File: src/rtl/axi_complex_gain_mc.sv
// Multi-channel complex gain: per-channel gain (optionally ramped), round-half-up, saturation, clip count.
// Latency 3 clk; every stage advances only when o_tready | ~o_tvalid, and that same term drives i_tready.
module axi_complex_gain_mc #(
   parameter int WIDTH_IN   = 16,
   parameter int WIDTH_GAIN = 16,
   parameter int GAIN_FRAC  = 14,
   parameter int WIDTH_OUT  = 16,
   parameter int NUM_CHAN   = 4,
   parameter int RAMP_LOG2  = 4,
   parameter int SR_BASE    = 192,
   localparam int CW = (NUM_CHAN > 1) ? $clog2(NUM_CHAN) : 1
) (
   input  logic                   clk,
   input  logic                   reset_n,
   input  logic                   set_stb,
   input  logic [7:0]             set_addr,
   input  logic [31:0]            set_data,
   input  logic [2*WIDTH_IN-1:0]  i_tdata,
   input  logic [CW-1:0]          i_tuser,
   input  logic                   i_tlast,
   input  logic                   i_tvalid,
   output logic                   i_tready,
   output logic [2*WIDTH_OUT-1:0] o_tdata,
   output logic [CW-1:0]          o_tuser,
   output logic                   o_tlast,
   output logic                   o_tvalid,
   input  logic                   o_tready,
   input  logic [CW:0]            rb_sel,
   output logic [63:0]            rb_data
);
   localparam int PW = WIDTH_IN + WIDTH_GAIN;
   localparam int RW = RAMP_LOG2 + 1;
   localparam logic signed [PW:0] OMAX = (PW+1)'((longint'(1) << (WIDTH_OUT-1)) - 1);
   localparam logic signed [PW:0] OMIN = -OMAX - (PW+1)'(1);
   localparam logic signed [PW:0] HALF = (PW+1)'(longint'(1) << (GAIN_FRAC-1));
   localparam logic signed [WIDTH_GAIN-1:0] UNITY = WIDTH_GAIN'(longint'(1) << GAIN_FRAC);

   logic en, in_acc, out_acc, wr_gain, wr_ctl;
   logic signed [WIDTH_GAIN-1:0] wr_val, gsel;
   logic unused_set;

   logic signed [WIDTH_GAIN-1:0] cur_q [NUM_CHAN], cur_d [NUM_CHAN];
   logic signed [WIDTH_GAIN-1:0] tgt_q [NUM_CHAN], tgt_d [NUM_CHAN];
   logic signed [WIDTH_GAIN:0]   step_q [NUM_CHAN], step_d [NUM_CHAN];
   logic [RW-1:0]                cnt_q [NUM_CHAN], cnt_d [NUM_CHAN];
   logic        ramp_en_q, ramp_en_d, clr_q, clr_d;
   logic [31:0] clip_q, clip_d;
   logic [63:0] rb_q, rb_d;

   logic                         v1_q, v1_d, l1_q, l1_d, v2_q, v2_d, l2_q, l2_d, v3_q, v3_d, l3_q, l3_d;
   logic                         sat3_q, sat3_d;
   logic [CW-1:0]                u1_q, u1_d, u2_q, u2_d, u3_q, u3_d;
   logic [2*WIDTH_IN-1:0]        d1_q, d1_d;
   logic signed [WIDTH_GAIN-1:0] g1_q, g1_d;
   logic signed [PW-1:0]         pi2_q, pi2_d, pq2_q, pq2_d;
   logic [2*WIDTH_OUT-1:0]       o3_q, o3_d;
   logic [WIDTH_OUT:0]           ri, rq;

   assign en         = o_tready | ~v3_q;
   assign i_tready   = en;
   assign in_acc     = i_tvalid & en;
   assign out_acc    = v3_q & o_tready;
   assign wr_gain    = set_stb && (set_addr == 8'(SR_BASE));
   assign wr_ctl     = set_stb && (set_addr == 8'(SR_BASE + 1));
   assign wr_val     = set_data[WIDTH_GAIN-1:0];
   assign unused_set = ^set_data[23:WIDTH_GAIN];

   // Returns {saturated, value}; the sum is one bit wider so the rounding offset cannot wrap.
   function automatic logic [WIDTH_OUT:0] rnd_sat(input logic signed [PW-1:0] p);
      logic signed [PW:0] r;
      r = ($signed({p[PW-1], p}) + HALF) >>> GAIN_FRAC;
      if (r > OMAX)      rnd_sat = {1'b1, OMAX[WIDTH_OUT-1:0]};
      else if (r < OMIN) rnd_sat = {1'b1, OMIN[WIDTH_OUT-1:0]};
      else               rnd_sat = {1'b0, r[WIDTH_OUT-1:0]};
   endfunction

   always_comb begin
      gsel = cur_q[0];
      for (int c = 0; c < NUM_CHAN; c++)
         if (i_tuser == CW'(c)) gsel = cur_q[c];
   end

   always_comb begin
      ramp_en_d = wr_ctl ? set_data[0] : ramp_en_q;
      clr_d     = wr_ctl & set_data[1];
      clip_d    = clip_q;
      if (clr_q)
         clip_d = '0;
      else if (out_acc && sat3_q && clip_q != '1)
         clip_d = clip_q + 32'd1;
      for (int c = 0; c < NUM_CHAN; c++) begin
         cur_d[c]  = cur_q[c];
         tgt_d[c]  = tgt_q[c];
         step_d[c] = step_q[c];
         cnt_d[c]  = cnt_q[c];
         if (in_acc && i_tuser == CW'(c) && cnt_q[c] != '0) begin
            cnt_d[c] = cnt_q[c] - RW'(1);
            cur_d[c] = (cnt_q[c] == RW'(1)) ? tgt_q[c] : cur_q[c] + step_q[c][WIDTH_GAIN-1:0];
         end
         // A write to the same channel overrides any ramp step taken this cycle.
         if (wr_gain && set_data[31:24] == 8'(c)) begin
            tgt_d[c] = wr_val;
            if (ramp_en_q) begin
               cur_d[c]  = cur_q[c];
               step_d[c] = $signed({wr_val[WIDTH_GAIN-1], wr_val} - {cur_q[c][WIDTH_GAIN-1], cur_q[c]}) >>> RAMP_LOG2;
               cnt_d[c]  = RW'(1) << RAMP_LOG2;
            end else begin
               cur_d[c] = wr_val;
               cnt_d[c] = '0;
            end
         end
      end
   end

   always_comb begin
      rb_d = '0;
      if (rb_sel[CW])
         rb_d = {32'b0, clip_q};
      else
         for (int c = 0; c < NUM_CHAN; c++)
            if (rb_sel[CW-1:0] == CW'(c))
               rb_d = {16'b0, 16'(tgt_q[c]), 16'(cur_q[c]), 7'b0, 9'(cnt_q[c])};
   end

   always_comb begin
      v1_d = v1_q;   d1_d = d1_q;   u1_d = u1_q;   l1_d = l1_q;   g1_d = g1_q;
      v2_d = v2_q;   pi2_d = pi2_q; pq2_d = pq2_q; u2_d = u2_q;   l2_d = l2_q;
      v3_d = v3_q;   o3_d = o3_q;   u3_d = u3_q;   l3_d = l3_q;   sat3_d = sat3_q;
      ri   = rnd_sat(pi2_q);
      rq   = rnd_sat(pq2_q);
      if (en) begin
         v1_d   = i_tvalid;
         d1_d   = i_tdata;
         u1_d   = i_tuser;
         l1_d   = i_tlast;
         g1_d   = gsel;
         v2_d   = v1_q;
         pi2_d  = PW'($signed(d1_q[2*WIDTH_IN-1:WIDTH_IN])) * PW'(g1_q);
         pq2_d  = PW'($signed(d1_q[WIDTH_IN-1:0])) * PW'(g1_q);
         u2_d   = u1_q;
         l2_d   = l1_q;
         v3_d   = v2_q;
         o3_d   = {ri[WIDTH_OUT-1:0], rq[WIDTH_OUT-1:0]};
         sat3_d = ri[WIDTH_OUT] | rq[WIDTH_OUT];
         u3_d   = u2_q;
         l3_d   = l2_q;
      end
   end

   always_ff @(posedge clk) begin
      if (!reset_n) begin
         for (int c = 0; c < NUM_CHAN; c++) begin
            cur_q[c]  <= UNITY;
            tgt_q[c]  <= UNITY;
            step_q[c] <= '0;
            cnt_q[c]  <= '0;
         end
         ramp_en_q <= 1'b0;  clr_q <= 1'b0;  clip_q <= '0;  rb_q <= '0;
         v1_q <= 1'b0; d1_q <= '0;  u1_q <= '0;  l1_q <= 1'b0; g1_q <= '0;
         v2_q <= 1'b0; pi2_q <= '0; pq2_q <= '0; u2_q <= '0;   l2_q <= 1'b0;
         v3_q <= 1'b0; o3_q <= '0;  u3_q <= '0;  l3_q <= 1'b0; sat3_q <= 1'b0;
      end else begin
         cur_q <= cur_d;  tgt_q <= tgt_d;  step_q <= step_d;  cnt_q <= cnt_d;
         ramp_en_q <= ramp_en_d;  clr_q <= clr_d;  clip_q <= clip_d;  rb_q <= rb_d;
         v1_q <= v1_d; d1_q <= d1_d;   u1_q <= u1_d;   l1_q <= l1_d; g1_q <= g1_d;
         v2_q <= v2_d; pi2_q <= pi2_d; pq2_q <= pq2_d; u2_q <= u2_d; l2_q <= l2_d;
         v3_q <= v3_d; o3_q <= o3_d;   u3_q <= u3_d;   l3_q <= l3_d; sat3_q <= sat3_d;
      end
   end

   assign o_tvalid = v3_q;
   assign o_tdata  = o3_q;
   assign o_tuser  = u3_q;
   assign o_tlast  = l3_q;
   assign rb_data  = rb_q;
endmodule
File: config.mk
export PLATFORM = sky130hd
export DESIGN_NAME = axi_complex_gain_mc
export DESIGN_NICKNAME = d
export VERILOG_FILES = /design/src/rtl/axi_complex_gain_mc.sv
export SDC_FILE = /design/constraint.sdc
export NUM_CORES = 2
export LEC_CHECK = 0
export ABC_AREA = 1
export CAP_MARGIN = 20
export CORE_UTILIZATION = 23
export CTS_BUF_LIST = sky130_fd_sc_hd__clkbuf_4 sky130_fd_sc_hd__clkbuf_8
export DETAILED_ROUTE_END_ITERATION = 7
export SLEW_MARGIN = 20
export SYNTH_ARGS = -nofsm -noshare
export SYNTH_HDL_FRONTEND = slang
export SYNTH_SLANG_ARGS = --single-unit
File: constraint.sdc
create_clock -name clk -period 7.1 [get_ports clk]
set_input_delay 0.71 -clock clk [delete_from_list [all_inputs] [get_ports clk]]
set_output_delay 0.71 -clock clk [all_outputs]
set_load 0.03 [all_outputs]
==> run summary <==
Clock Latency Late Sink = 0.81 ns
fin util = 26.2%
pre-CTS setup slack = 0.685 ns
1st-pass router iterations = 7
post-synth top area cell = fa_1
PnR worst setup slack = 0.702 ns
worst ir drop on vdd = 0.131 mV
Routed WL per cell = 16.5 um
post-synth top area share = 22.7%
first-pass GRT wire length = 245000 um
post-route cell area = 0.0524 mm2
Reg2Reg Depth = 21
initial core utilization = 23.2%
Setup violations, final = 0
Worst Path Arrival = 7.09 ns
Slowest cell on crit path = fa_1
worst path bufs/invs = 5
core area = 0.200 mm2
H-tree lvl count = 3
CP dominant cell by count = fa_1
TritonCTS Buffers = 79
cts hold-fix bufs = 0
remaining antenna violation count = 0
setup repair bufs after CTS = 0
Total Nets Final = 7672
Sequential Area = 0.00827 mm2
main flop type after synthesis = dfxtp_1
area of the multi-input gates = 0.0316 mm2
Cell Area, Placed = 0.0507 mm2
CTS tree = built
clk sink count = 413
Post-synth EDFFs = 0
Via density = 4.56
DRT iter0 DRCs = 3304
Fillers = 22100
Worst path depth = 21
crit path time final = 6.40 ns
worst hold path type = register to register
RePlAce Congestion = 0.943
GRT Overall Usage = 15.2%
Reg clk slew, reported paths = 0.06 ns
crit-path cells = nand2_1, inv_1, fa_1, fa_1, fa_1, fa_1, fa_1, inv_1, fa_1, inv_1, ha_1, nand2_1, nor2_1, inv_1, nor3_1, and3_1, nand2_1, nand3_1, nand3_1, nand2_1, inv_1
crit-path max cell delay = 0.96 ns
Startpoint Class = register
Synth Warn # = 0
fin crit share = 90.1%
vias in the first global route = 43600
RSZ-0062 raised after global routing = no
CP top delay family = adder cells
Fin Setup TNS = 0 ns
max-slew violation count = 0
die width = 451 um
crit path kind = register to register
CP Max Fanout = 19
final hold vios = 0
Rows = 164
Critical Path End Type = register
Die Y = 451 um
initial antenna violation count = 6
Top Ports = 184
Worst slew margin = 23.2%
Synth Instances = 6737
DPL Wire Length = 125000 um
register bit count reported by yosys = 413
Req. time, crit path = 7.79 ns
die area = 0.204 mm2
leakage = 26.4 nW
synthesized area = 0.0464 mm2
IO buf count = 159
CTS resizes = 0
WHS Path Cells = 2
synth top area cells = fa_1, dfxtp_1, nand2_1, inv_1, ha_1
Max-Cap Viols = 0
Avg Cell Area, Syn = 6.89 um2
largest net degree at the start of global routing = 125
CTS root buf = clkbuf_8
Final Skew = 0.0493 ns
layout cells sized above 1 = 4.01%
status = finished, final reports clean
power per cell area = 153 mW/mm2
total gr overflow = 0
clock tree buffer depth = 3
WL final = 157000 um
Layout area overhead = 12.9%
async set-or-reset flop fraction in the synthesized netlist = 0%
post-route DRC violation count = 0
Worst Tran Pin Value = 1.15 ns
Yosys cell types = 49
post-synthesis sequential area ratio = 17.8%
highest clock rate = 156 MHz
via count = 43300
-- cell type report --
class / instances / share of cell area [%]
Inverter: 1429 / 10.2
Timing Repair Buffer: 228 / 4.03
Antenna cell: 2 / 0.00954
Clock buffer: 111 / 2.65
Multi-Input combinational cell: 4622 / 60.3
Sequential cell: 413 / 15.8
Tap cell: 2656 / 6.34
Clock inverter: 27 / 0.647
-- state kept, by name, indices dropped and copies added, names as in the netlist, 2 cells and up --
| register | flops |
|---|---|
| cur_q | 64 |
| tgt_q | 64 |
| step_q | 52 |
| rb_data | 48 |
| clip_q | 32 |
| d1_q | 32 |
| o_tdata | 32 |
| cnt_q | 20 |
| pi2_q | 19 |
| pq2_q | 19 |
| g1_q | 16 |
| o_tuser | 2 |
| u1_q | 2 |
| u2_q | 2 |
-- where the power goes --
group	total (W)	switching, W	internal, W
sequential	0.00271	0.000231	0.00248
combinational	0.00260	0.00169	0.000909
clock	0.00270	0.00124	0.00147
total	0.00801	0.00316	0.00485
-- layout by cell type (no fill, tap or decap), drive strengths merged, types with 14 or more instances in the layout --
master	netlist	layout
a211oi	43	43
a21oi	485	485
buf	70	69
clkbuf	218	112
clkdlybuf4s50	0	158
clkinv	1	22
conb	1	16
dfxtp	413	413
fa	526	526
ha	290	290
inv	1428	1429
nand2	1544	1544
nand3	328	328
nand3b	14	14
nand4	36	36
nor2	550	550
nor3	59	59
nor4	16	16
o21ai	442	442
o21bai	21	21
o22ai	46	46
or2	31	31
xnor2	49	49
xor2	63	63
-- through the flow --
stage               hold slack [ns]  instances  total power (W)
floorplan                     0.430       6752          0.00440
global placement              0.443       9347          0.00536
detailed placement            0.454       9347          0.00537
CTS                           0.447       9485          0.00814
global route                  0.479       9487          0.00855
finish                        0.461       9488          0.00801
-- path summary, 6_finish.rpt --
| kind | startpoint | end | slack [ns] |
|---|---|---|---|
| hold reg to reg | v1_q$_SDFFE_PN0N_ | v1_q$_SDFFE_PN0N_ | 0.46 |
| setup / recovery | g1_q[2]$_SDFFE_PN0N_ | pi2_q[27]$_SDFFE_PN0N_ | 0.70 |
| setup reg to reg | g1_q[2]$_SDFFE_PN0N_ | pi2_q[27]$_SDFFE_PN0N_ | 0.70 |
| hold / removal | v1_q$_SDFFE_PN0N_ | v1_q$_SDFFE_PN0N_ | 0.46 |
-- worst min-delay path, delay by kind of cell (launching register included) --
family           cells  cell delay [ns]
AO/OA/AOI/OAI        1             0.05
flip-flops           1             0.31
AND/OR/NAND/NOR      1             0.06
-- synth_stat cells, types with 2 or more instances --
| master | count |
|---|---|
| nand2_4 | 3 |
| nor3_1 | 58 |
| nand3_1 | 327 |
| nand2_1 | 1532 |
| inv_1 | 1423 |
| nand4_1 | 36 |
| o21a_1 | 12 |
| buf_1 | 14 |
| a21o_1 | 12 |
| nor3b_1 | 2 |
| fa_1 | 526 |
| a31oi_1 | 7 |
| nor2_1 | 540 |
| buf_6 | 6 |
| clkbuf_1 | 218 |
| o211ai_1 | 12 |
| o21ai_1 | 4 |
| buf_4 | 27 |
| nand3b_1 | 14 |
| xor2_1 | 63 |
| nand2_2 | 9 |
| inv_2 | 5 |
| ha_1 | 290 |
| nor2_4 | 6 |
| o21bai_1 | 20 |
| xnor2_1 | 49 |
| dfxtp_1 | 413 |
| a31o_2 | 2 |
| nor2_2 | 4 |
| buf_2 | 23 |
| o22ai_1 | 46 |
| o21ai_0 | 438 |
| and2_1 | 2 |
| a211oi_1 | 43 |
| and3_1 | 3 |
| a221oi_1 | 4 |
| o31ai_1 | 4 |
| or2_2 | 30 |
| a21oi_1 | 485 |
| nor4_1 | 16 |
-- metal layers --
layer,routed length [um],part of all wire [%],GRT usage (%)
met4,7340,4.7,6.82
met5,42,0.027,0
met2,73800,47,25.7
met1,65300,42,19.0
met3,10500,6.7,2.52
-- cells by family (layout without fill, tap and decap cells) --
logic type	count (synthesis)	in the layout	synth area share [%]
other	1	18	0.00807
XOR/XNOR	112	112	2.11
adder cells (fa/ha/maj)	816	816	30.5
flip-flops	413	413	17.8
AO/OA/AOI/OAI	1093	1093	12.6
AND/OR/NAND/NOR	2585	2585	22.8
buffers and inverters	1717	1795	14.3
(Power assumes the default switching activity.)
